==> config.mk <==
export PLATFORM = sky130hd
export DESIGN_NAME = if_id_buffer
export DESIGN_NICKNAME = d
export VERILOG_FILES = /design/src/rtl/if_id_buffer_pkg.sv /design/src/rtl/if_id_buffer.sv
export SDC_FILE = /design/constraint.sdc
export NUM_CORES = 1
export LEC_CHECK = 0
export CORE_UTILIZATION = 45
export DETAILED_ROUTE_END_ITERATION = 10
export PLACE_DENSITY = 0.76
export SETUP_SLACK_MARGIN = 0.1
export SLEW_MARGIN = 30
export SYNTH_ARGS = -nofsm -noshare
export SYNTH_HDL_FRONTEND = slang
export SYNTH_SLANG_ARGS = --single-unit
==> constraint.sdc <==
create_clock -name clk -period 5.45 [get_ports clk]
set_clock_uncertainty 0.2 [all_clocks]
set_input_delay 1.3625 -clock clk [delete_from_list [all_inputs] [get_ports clk]]
set_output_delay 1.3625 -clock clk [all_outputs]
set_load 0.005 [all_outputs]
==> src/rtl/if_id_buffer_pkg.sv <==
// Shared fetch/decode definitions: default widths, the NOP encoding and the
// packed fetch packet exchanged between fetch, the IF/ID buffer and decode.
// Pure declarations; no logic.
package if_id_buffer_pkg;

  localparam int DEF_ADDR_W  = 6;
  localparam int DEF_INSTR_W = 32;

  // addi x0, x0, 0
  localparam logic [31:0] NOP_INSTR = 32'h0000_0013;

  typedef struct packed {
    logic [DEF_ADDR_W-1:0]  pc;
    logic [DEF_INSTR_W-1:0] instr;
  } fetch_pkt_t;

endpackage

==> src/rtl/if_id_buffer.sv <==
// Two-entry IF/ID buffer: captures fetched (pc, instr) pairs for decode, flushable.
// Latency: 1 cycle from accept to out_* when empty; 1 pair/cycle sustained.
// Backpressure: in_ready drops only when both entries hold; it depends on registered state only.
// Optional feature: define IFID_BUBBLE_COUNT_EN to add the bubble_count starvation counter port.
module if_id_buffer
  import if_id_buffer_pkg::*;
#(
  parameter int ADDR_W  = DEF_ADDR_W,
  parameter int INSTR_W = DEF_INSTR_W
) (
  input  logic               clk,
  input  logic               reset,
  input  logic               in_valid,
  output logic               in_ready,
  input  logic [ADDR_W-1:0]  in_pc,
  input  logic [INSTR_W-1:0] in_instr,
  input  logic               flush,
  output logic               out_valid,
  input  logic               out_ready,
  output logic [ADDR_W-1:0]  out_pc,
  output logic [INSTR_W-1:0] out_instr,
`ifdef IFID_BUBBLE_COUNT_EN
  output logic [15:0]        bubble_count,
`endif
  output logic [1:0]         occupancy
);

  logic [1:0]         count_q, count_d;
  logic               head_q, head_d;
  logic               tail_q, tail_d;
  logic [ADDR_W-1:0]  pc_q    [2];
  logic [INSTR_W-1:0] instr_q [2];
  logic               push;
  logic               pop;

  assign in_ready  = (count_q != 2'd2);
  assign out_valid = (count_q != 2'd0);
  assign push      = in_valid & in_ready;
  assign pop       = out_valid & out_ready;
  assign occupancy = count_q;

  // Head entry drives decode; an empty buffer presents pc 0 and a NOP.
  assign out_pc    = out_valid ? pc_q[head_q]    : '0;
  assign out_instr = out_valid ? instr_q[head_q] : INSTR_W'(NOP_INSTR);

  // Next pointer/count state; flush discards everything including this cycle's push.
  always_comb begin
    count_d = count_q;
    head_d  = head_q;
    tail_d  = tail_q;
    if (flush) begin
      count_d = 2'd0;
      head_d  = 1'b0;
      tail_d  = 1'b0;
    end else begin
      if (push) tail_d = ~tail_q;
      if (pop)  head_d = ~head_q;
      case ({push, pop})
        2'b10:   count_d = count_q + 2'd1;
        2'b01:   count_d = count_q - 2'd1;
        default: count_d = count_q;
      endcase
    end
  end

  // Control state register; reset behaves like a flush.
  always_ff @(posedge clk) begin
    if (reset) begin
      count_q <= 2'd0;
      head_q  <= 1'b0;
      tail_q  <= 1'b0;
    end else begin
      count_q <= count_d;
      head_q  <= head_d;
      tail_q  <= tail_d;
    end
  end

  // Payload storage is written at the tail on an accepted, unflushed push; never reset.
  always_ff @(posedge clk) begin
    if (push && !flush && !reset) begin
      pc_q[tail_q]    <= in_pc;
      instr_q[tail_q] <= in_instr;
    end
  end

`ifdef IFID_BUBBLE_COUNT_EN
  logic [15:0] bubble_q, bubble_d;

  assign bubble_count = bubble_q;

  // Count cycles where decode is ready but has nothing to take; saturates.
  always_comb begin
    bubble_d = bubble_q;
    if (out_ready && !out_valid && (bubble_q != 16'hFFFF))
      bubble_d = bubble_q + 16'd1;
  end

  // Bubble counter register; cleared by reset only, flush leaves it alone.
  always_ff @(posedge clk) begin
    if (reset) bubble_q <= 16'd0;
    else       bubble_q <= bubble_d;
  end
`endif

endmodule

==> summary.md, run 1 <==
| Metric | Value |
|---|---|
| Post-Synthesis Cells | `188` |
| Setup Viol. Count Final | `0` |
| Largest family of logic cells by synthesized area | `multiplexers` |
| Worst-Skew Late Latency | `between 0.3 and 0.4 ns` |
| Post_cts resized | `0` |
| Die X | `84.8 um` |
| Worst EP required | `3.89 ns` |
| Fmax | `about 260 MHz` |
| CTS tree | `yes` |
| Fraction of the mapped netlist area in simple logic gates | `under 10%` |
| Mapped Nets | `232` |
| DRC Markers | `7` |
| Avg Inst Size Synth | `between 15 and 20 um^2` |
| WL final | `5560 um` |
| Critical path start-end classification | `reg2out` |
| Place WS | `between 1.5 and 2 ns` |
| Worst reg-to-reg setup slack | `3.37 ns` |
| Largest net degree at the start of global routing | `39` |
| GRT Total Usage | `between 10% and 20%` |
| Ant. Diodes | `0` |
| Vias per cell | `approximately 5` |
| HP Class | `reg2reg` |
| Final GP Congestion | `0.740` |
| Reg2reg start | `occupancy[0]` |
| Post-CTS Hold Fix Bufs | `0` |
| Global-route wire length before repair | `9030 um` |
| RSZ-0062 raised after global routing | `no` |
| Area share of the leading cell type in the synthesized netlist | `74.0%` |
| Slew margin rel. | `~45%` |
| Slew @ Worst Pin | `just over 0.8 ns` |
| Synth Cell Area | `3080 um^2` |
| Io pins | `85` |
| Outcome | `complete, but fails checks` |
| Die height | `84.8 um` |
| CTS max path bufs | `2` |
| Vias | `1795` |
| Leakage Power | `~1.4 nW` |
| Vias in the first global route | `1860` |
| Commonest non-fill, non-tap cell in the layout | `clkdlybuf4s50_1` |
| Core box area | `6490 um^2` |
| Post-synthesis mux area share | `approximately 12%` |
| Net count reported at finish | `around 320` |
| Initial antenna violation count | `0` |
| Die area | `7190 um^2` |
| Hold depth | `2` |
| Worst Reg2Reg Path Length in Cells | `4` |
| CP Capture Type | `output port` |
| H-tree levels | `3` |
| Worst setup SP type | `flop` |
| Starting Density | `47.5%` |
| # rows | `29` |
| Total clock sinks | `81` |
| Placed instance area | `roughly 4000 um^2` |
| Slew Limit Fails | `0` |
| Hold WS | `approximately 0.3 ns` |
| CTS clk-pin slew, worst paths | `0.08 ns` |
| CP arrival | `2.24 ns` |
| Synth Area in Compound Gates | `0.892%` |
| Worst r2r dst | `instr_q[1][26]` |
| Yosys top cell by area | `edfxtp_1` |
| Worst VDD drop | `between 150 and 200 uV` |
| Pwr dens | `just under 300 nW/um^2` |
| Layout cell share with drive strength beyond 1 | `7.80%` |
| Fin crit share | `69.7%` |
| Final setup margin | `1.65 ns` |
| Setup Fix Bufs, Post-CTS | `0` |
| Antenna-violating nets left | `0` |
| Final min period | `3.80 ns` |
| Final hold vios | `0` |
| Fin Setup TNS | `0 ns` |
| Synth Area in XOR/XNOR | `0.852%` |
| Area contributors post-synth | `edfxtp_1 74%, mux2i_1 12%, nor2_1 4.6%` |
| Hold_sp | `head_q` |
| Crit Path Max Fanout | `36` |
| Fin area | `4210 um^2` |
| Pre-antenna DRT Iters | `7` |
| Area Overhead vs Synth | `36.4%` |
| Drt first-iter violations | `106` |
| Total gr overflow | `0` |
| Dpl hpwl | `3500 um` |
| Synth unique cells | `21` |
| Commonest non-fill, non-tap cells in the layout | `84 x clkdlybuf4s50_1, 76 x edfxtp_1, 38 x mux2i_1, 38 x nor2_1, 10 x clkbuf_8` |
| Synth Area in Adders | `0.406%` |
| Final Core Density | `64.8%` |
| CTS Buf Count | `9` |
| Count of state elements after synthesis | `81` |
| Yosys warnings | `0` |
| CTS Root Cell | `clkbuf_8` |
| Routed len/inst | `roughly 15 um` |
| Seq/Total Area, Yosys | `77.2%` |
| Max-cap check violation count | `0` |
| Worst Hold End | `head_q` |
| Violated checks | `DRC` |
| IO buf count | `between 80 and 90` |
[metrics by stage]
step | cells | power [mW]
floorplan | 188 | 0.751
global placement | 343 | 0.822
detailed placement | 343 | 0.825
CTS | 359 | 1.25
global route | 359 | 1.28
finish | 359 | 1.23
[kinds of logic after synthesis]
kind of cell	after synthesis
flops	81
compound gates	5
mux	38
simple gates	49
buf+inv	11
fa+ha+maj	1
xor+xnor	3
[critical path, stage by stage (launching register included)]
cell	delay, ns
dfxtp_1	0.39
nor2_4	0.66
inv_1	0.21
nand2_1	0.13
clkdlybuf4s50_1	0.50
[cell usage after synthesis (all sizes together)]
library cell	instances
edfxtp	76
nor2	39
mux2i	38
buf	7
dfxtp	5
nand2	4
inv	3
a21oi	2
nor3	2
o21ai	2
xor2	2
a21o	1
clkbuf	1
ha	1
nand2b	1
nand3	1
or2	1
or3	1
xnor2	1
[worst max-delay path by stage]
| stage | slack (ns) | end | depth (start not counted) | start |
|---|---|---|---|---|
| after floorplan | 0.36 | instr_q[0][0] | 3 | reset |
| after global placement | 1.90 | out_pc[5] | 3 | flop |
| after detailed placement | 1.99 | out_instr[0] | 4 | occupancy[0] |
| after CTS | 1.60 | out_instr[0] | 4 | occupancy[0] |
| after global routing | 1.47 | out_instr[0] | 4 | occupancy[0] |
| final | 1.65 | out_instr[0] | 4 | occupancy[0] |
[state kept, by name, summed over array words and instances (netlist names), named ones only]
register,flops
pc_q,12
occupancy,2
tail_q,1
instr_q,64
head_q,1
[layout make-up]
type	instances	area (um^2)
clock buffer	11	141
clock inverter	5	56.3
fill	483	2290
inverter	3	11.3
multi-input combinational	96	659
sequential	81	2390
tap	77	96.3
timing repair buffer	86	856
[layer usage]
layer,track usage (%),part of all wire (%),vias up
met5,0,0,-
met4,8.78,1.6,0
met3,3.93,5.1,10
met2,27.4,49,63
met1,21.6,44,859
li1,-,-,863
[where the power goes]
group          switching (mW)  internal (mW)  total (mW)
logic                  0.0423         0.0675       0.110
clock network           0.198          0.223       0.422
registers             0.00779          0.693       0.700
(Power assumes the default switching activity.)
==> run 2: changes to the inputs <==
clock period = 3.85 ns   (was 5.45 ns; I/O delays follow)
==> summary.md, run 2 (synthesis results as in run 1) <==
| Metric | Value |
|---|---|
| Gr busiest metal | `met2` |
| Routed len/inst | `about 15 um` |
| DRC Markers | `7` |
| Initial antenna violation count | `0` |
| Setup Viol. Count Final | `0` |
| RSZ-0062 raised after global routing | `no` |
| Pre-antenna DRT Iters | `10` |
| H-tree levels | `3` |
| Core box area | `6490 um^2` |
| Largest net degree at the start of global routing | `39` |
| Cells after DPL | `345` |
| Post-route insts no fill | `361` |
| Worst EP required | `2.69 ns` |
| Vias per cell | `between 4 and 5` |
| HP Class | `reg2reg` |
| Worst Reg2Reg Path Length in Cells | `4` |
| Vias in the first global route | `1872` |
| Sequential Area | `approximately 2400 um^2` |
| Global-route wire length before repair | `~9000 um` |
| Fin crit share | `about four fifths` |
| Post_cts resized | `0` |
| Commonest non-fill, non-tap cells in the layout | `84 x clkdlybuf4s50_1, 76 x edfxtp_1, 38 x mux2i_1, 38 x nor2_1, 9 x clkbuf_8` |
| Antenna-violating nets left | `0` |
| IO buf count | `84` |
| Outcome | `complete, but fails checks` |
| Starting Density | `a little under half` |
| CTS max path bufs | `2` |
| Reg with most FFs | `instr_q` |
| Final min period | `3.12 ns` |
| Layout cell share with drive strength beyond 1 | `7.39%` |
| CP Capture Type | `output port` |
| Die height | `84.8 um` |
| Met3 Usage GRT | `3.64%` |
| Leakage Power | `1.34 nW` |
| Final hold vios | `0` |
| Crit Path Max Fanout | `27` |
| CP arrival | `just under 2 ns` |
| Final Core Density | `64.5%` |
| Met2 Use GR | `roughly 28%` |
| Max-cap check violation count | `0` |
| Slew margin rel. | `65.5%` |
| Ant. Diodes | `0` |
| CTS tree | `yes` |
| Fmax | `321 MHz` |
| Worst VDD drop | `202 uV` |
| GRT Total Usage | `16.6%` |
| Dpl hpwl | `3590 um` |
| Final GP Congestion | `0.770` |
| Slew Limit Fails | `0` |
| CTS Buf Count | `9` |
| Net count reported at finish | `roughly 320` |
| Area Overhead vs Synth | `35.9%` |
| Max FFs per register | `64` |
| Worst setup SP type | `flop` |
| # rows | `29` |
| Slew @ Worst Pin | `0.518 ns` |
| Hold depth | `2` |
| Io pins | `85` |
| Die X | `84.8 um` |
| Die area | `7190 um^2` |
| Worst-Skew Late Latency | `about 0.33 ns` |
| Vias | `1762` |
| Multi-input gate area | `659 um^2` |
| Commonest non-fill, non-tap cell in the layout | `clkdlybuf4s50_1` |
| Pwr dens | `about 400 nW/um^2` |
| Critical path start-end classification | `reg2out` |
| WL final | `5430 um` |
| Post-CTS Hold Fix Bufs | `0` |
| CTS clk-pin slew, worst paths | `~0.07 ns` |
| CP max stage cell | `dfxtp_2` |
| CTS Root Cell | `clkbuf_8` |
| Setup Fix Bufs, Post-CTS | `0` |
| Total clock sinks | `81` |
| Crit-path cells | `buf_12 > mux2i_1 > nor2_1 > clkdlybuf4s50_1` |
| GR met1 Demand/Resource | `20.4%` |
| Drt first-iter violations | `75` |
| Fillers | `a little under 500` |
| Biggest cell delay along the critical path | `0.58 ns` |
| Total gr overflow | `0` |
| Violated checks | `DRC` |
-- run 2: cell count changes in the layout (fill, tap and decap cells not counted) --
cell and change:
buf_4 +1, bufinv_16 -1, clkbuf_8 -1, dfxtp_2 +1, clkinv_4 -1, clkbuf_1 +3, buf_12 +1, dfxtp_4 -1
-- run 2: cell type report --
type	count	share of cell area, %
clock buffers	13	3.31
inverters	3	0.269
well taps	77	2.30
multi-input cells	96	15.7
flip-flops and latches	81	56.9
clock inverters	3	0.418
repair buffers	88	21.1
-- run 2: path summary, 6_finish.rpt --
path           startpoint             to  slack [ns]
max                  flop  out_instr[19]        0.73
min                head_q         head_q        0.33
max reg2reg  occupancy[0]  instr_q[0][3]        1.75
min reg2reg        head_q         head_q        0.33
-- run 2: power by group --
part	internal, mW	total (mW)	switching [mW]
registers	0.981	0.989	0.00747
logic	0.0974	0.161	0.0640
clock network	0.233	0.500	0.267
-- run 2: per-stage QoR --
step / hold WS (ns) / total power, mW / setup WS, ns / instance area [um^2] / setup TNS [ns]
finish: 0.330 / 1.65 / 0.733 / 4190 / 0
floorplan: 0.272 / 1.06 / -0.844 / 3080 / -64.15
CTS: 0.334 / 1.67 / 0.693 / 4190 / 0
detailed placement: 0.310 / 1.17 / 0.959 / 4030 / 0
global placement: 0.304 / 1.17 / 0.987 / 4030 / 0
global route: 0.363 / 1.72 / 0.600 / 4190 / 0
-- run 2: worst max-delay path: cells and delay by family (launching register included) --
family | cells | cell delay (ns)
muxes | 1 | 0.24
and+or+nand+nor | 1 | 0.06
DFF | 1 | 0.58
buffers and inverters | 2 | 0.73
-- run 2: layer usage --
| metal | routed length (um) | vias to the layer above | part of all wire (%) |
|---|---|---|---|
| li1 | - | 866 | - |
| met5 | 0 | - | 0 |
| met1 | 2360 | 834 | 43 |
| met4 | 58 | 0 | 1.1 |
| met3 | 293 | 6 | 5.4 |
| met2 | 2720 | 56 | 50 |
==> run 3: changes to the inputs <==
clock period = 3.2 ns   (was 3.85 ns; I/O delays follow)
==> summary.md, run 3 (synthesis results as in run 1) <==
| Metric | Value |
|---|---|
| Outcome | `complete, but fails checks` |
| Violated checks | `DRC` |
| CP Buf/Inv Count | `2` |
| Vias in the first global route | `roughly 1700` |
| Worst reg-to-reg setup slack | `1.22 ns` |
| Antenna-violating nets left | `0` |
| DRC Markers | `6` |
| Net count reported at finish | `324` |
| CTS Buf Count | `9` |
| Worst setup SP type | `flop` |
| Leakage Power | `1.37 nW` |
| Commonest non-fill, non-tap cell in the layout | `clkdlybuf4s50_1` |
| CTS tree | `yes` |
| CP top delay family | `buffers and inverters` |
| Slew margin rel. | `about three quarters` |
| Starting Density | `between 40% and 50%` |
| Total clock sinks | `81` |
| Die height | `84.8 um` |
| Area Overhead vs Synth | `37.8%` |
| Vias | `1775` |
| Dpl hpwl | `about 3600 um` |
| Worst Hold End | `head_q` |
| Fin crit share | `92.1%` |
| HP Class | `reg2reg` |
| WL final | `roughly 5300 um` |
| Cells after DPL | `about 350` |
| Final Core Density | `65.5%` |
| Worst Reg2Reg Path Length in Cells | `5` |
| Final min period | `2.95 ns` |
| Layout cell share with drive strength beyond 1 | `about 7.4%` |
| Placed instance area | `~4100 um^2` |
| Global-route wire length before repair | `8400 um` |
| Critical path start-end classification | `reg2out` |
| Final GP Congestion | `0.735` |
| CTS max path bufs | `2` |
| Pre-antenna DRT Iters | `8` |
| Ant. Diodes | `0` |
| Fmax | `339 MHz` |
| Commonest non-fill, non-tap cells in the layout | `84 x clkdlybuf4s50_1, 76 x edfxtp_1, 38 x mux2i_1, 38 x nor2_1, 9 x clkbuf_8` |
| Fin area | `4250 um^2` |
| CTS clk-pin slew, worst paths | `0.07 ns` |
| Die X | `84.8 um` |
| CTS Root Cell | `clkbuf_8` |
| Max-cap check violation count | `0` |
| Slew Limit Fails | `0` |
| Max FFs per register | `64` |
| CP max stage cell | `dfxtp_2` |
| Core box area | `6490 um^2` |
| Hold_sp | `head_q` |
| Slew @ Worst Pin | `0.389 ns` |
| Total gr overflow | `0` |
| Post_cts resized | `0` |
| Fillers | `492` |
| Largest net degree at the start of global routing | `39` |
| Worst r2r dst | `occupancy[1]` |
| Crit Path Max Fanout | `27` |
| Reg2reg start | `occupancy[0]` |
| RSZ-0062 raised after global routing | `no` |
| Post-CTS Hold Fix Bufs | `0` |
| CP arrival | `1.95 ns` |
| Setup Viol. Count Final | `0` |
| Crit-path cells | `buf_12 > mux2i_1 > nor2_1 > clkdlybuf4s50_1` |
| Initial antenna violation count | `0` |
| Pwr dens | `a little under 500 nW/um^2` |
| Final hold vios | `0` |
| Biggest cell delay along the critical path | `0.57 ns` |
| Routed len/inst | `14.6 um` |
| CP Capture Type | `output port` |
| Post-route insts no fill | `362` |
| H-tree levels | `3` |
| Worst EP required | `between 2 and 2.5 ns` |
| Reg with most FFs | `instr_q` |
| # rows | `29` |
| Hold WS | `approximately 0.32 ns` |
| GRT Total Usage | `16.1%` |
| Die area | `7190 um^2` |
| Worst-Skew Late Latency | `0.33 ns` |
| IO buf count | `84` |
| Worst VDD drop | `264 uV` |
| Io pins | `85` |
| Setup Fix Bufs, Post-CTS | `0` |
| Hold depth | `2` |
| Vias per cell | `4.90` |
| Drt first-iter violations | `between 100 and 150` |
## run 3: changes by cell type in the layout (fill, tap and decap cells not counted), moves of 2 or more
| cell | previous run | this run |
|---|---|---|
| clkinv_1 | 0 | 3 |
| buf_12 | 1 | 3 |
| nor3_4 | 0 | 2 |
| nor3_2 | 2 | 0 |
| clkbuf_1 | 4 | 2 |
## run 3: per-layer routing
metal  share of wire (%)  track usage, %
met1                  43            21.3
met2                  49            25.4
met3                 6.2            3.05
met4                 1.5            9.24
met5                   0               0
## run 3: metrics by stage
step,setup WS (ns),TNS (ns),power (mW)
floorplan,-0.181,-13.73,1.28
global placement,0.612,0,1.41
detailed placement,0.602,0,1.41
CTS,0.220,0,2.08
global route,0.147,0,2.15
finish,0.252,0,2.06
## run 3: how the worst max path moves through the flow
stage,from,endpoint,slack (ns),cells after the start
4_1_cts,flop,out_pc[2],0.22,4
3_5_place_dp,flop,out_pc[2],0.60,4
5_1_grt,flop,out_pc[1],0.15,4
3_3_place_gp,flop,out_instr[22],0.61,4
2_1_floorplan,reset,instr_q[0][0],-0.18,3
6_report,flop,out_pc[1],0.25,4
## run 3: area by class of cell
| type | instances | area [um^2] | area share, % |
|---|---|---|---|
| repair buffers | 89 | 916 | 21.5 |
| inverters | 3 | 11.3 | 0.265 |
| clock inverters | 5 | 46.3 | 1.09 |
| flip-flops and latches | 81 | 2380 | 56.1 |
| multi-input cells | 96 | 667 | 15.7 |
| well taps | 77 | 96.3 | 2.27 |
| clock buffers | 11 | 131 | 3.09 |
## run 3: worst reg2reg max path, cell delays in order, from the launching register on
cell	delay, ns
dfxtp_1	0.47
nand2b_1	0.20
nand2_1	0.17
ha_1	0.38
or3_1	0.36
a21oi_1	0.14
## run 3: where the power goes
group	internal, mW	switching (mW)	total, mW
registers	1.18	0.00900	1.19
clock network	0.352	0.317	0.669
logic	0.120	0.0781	0.199
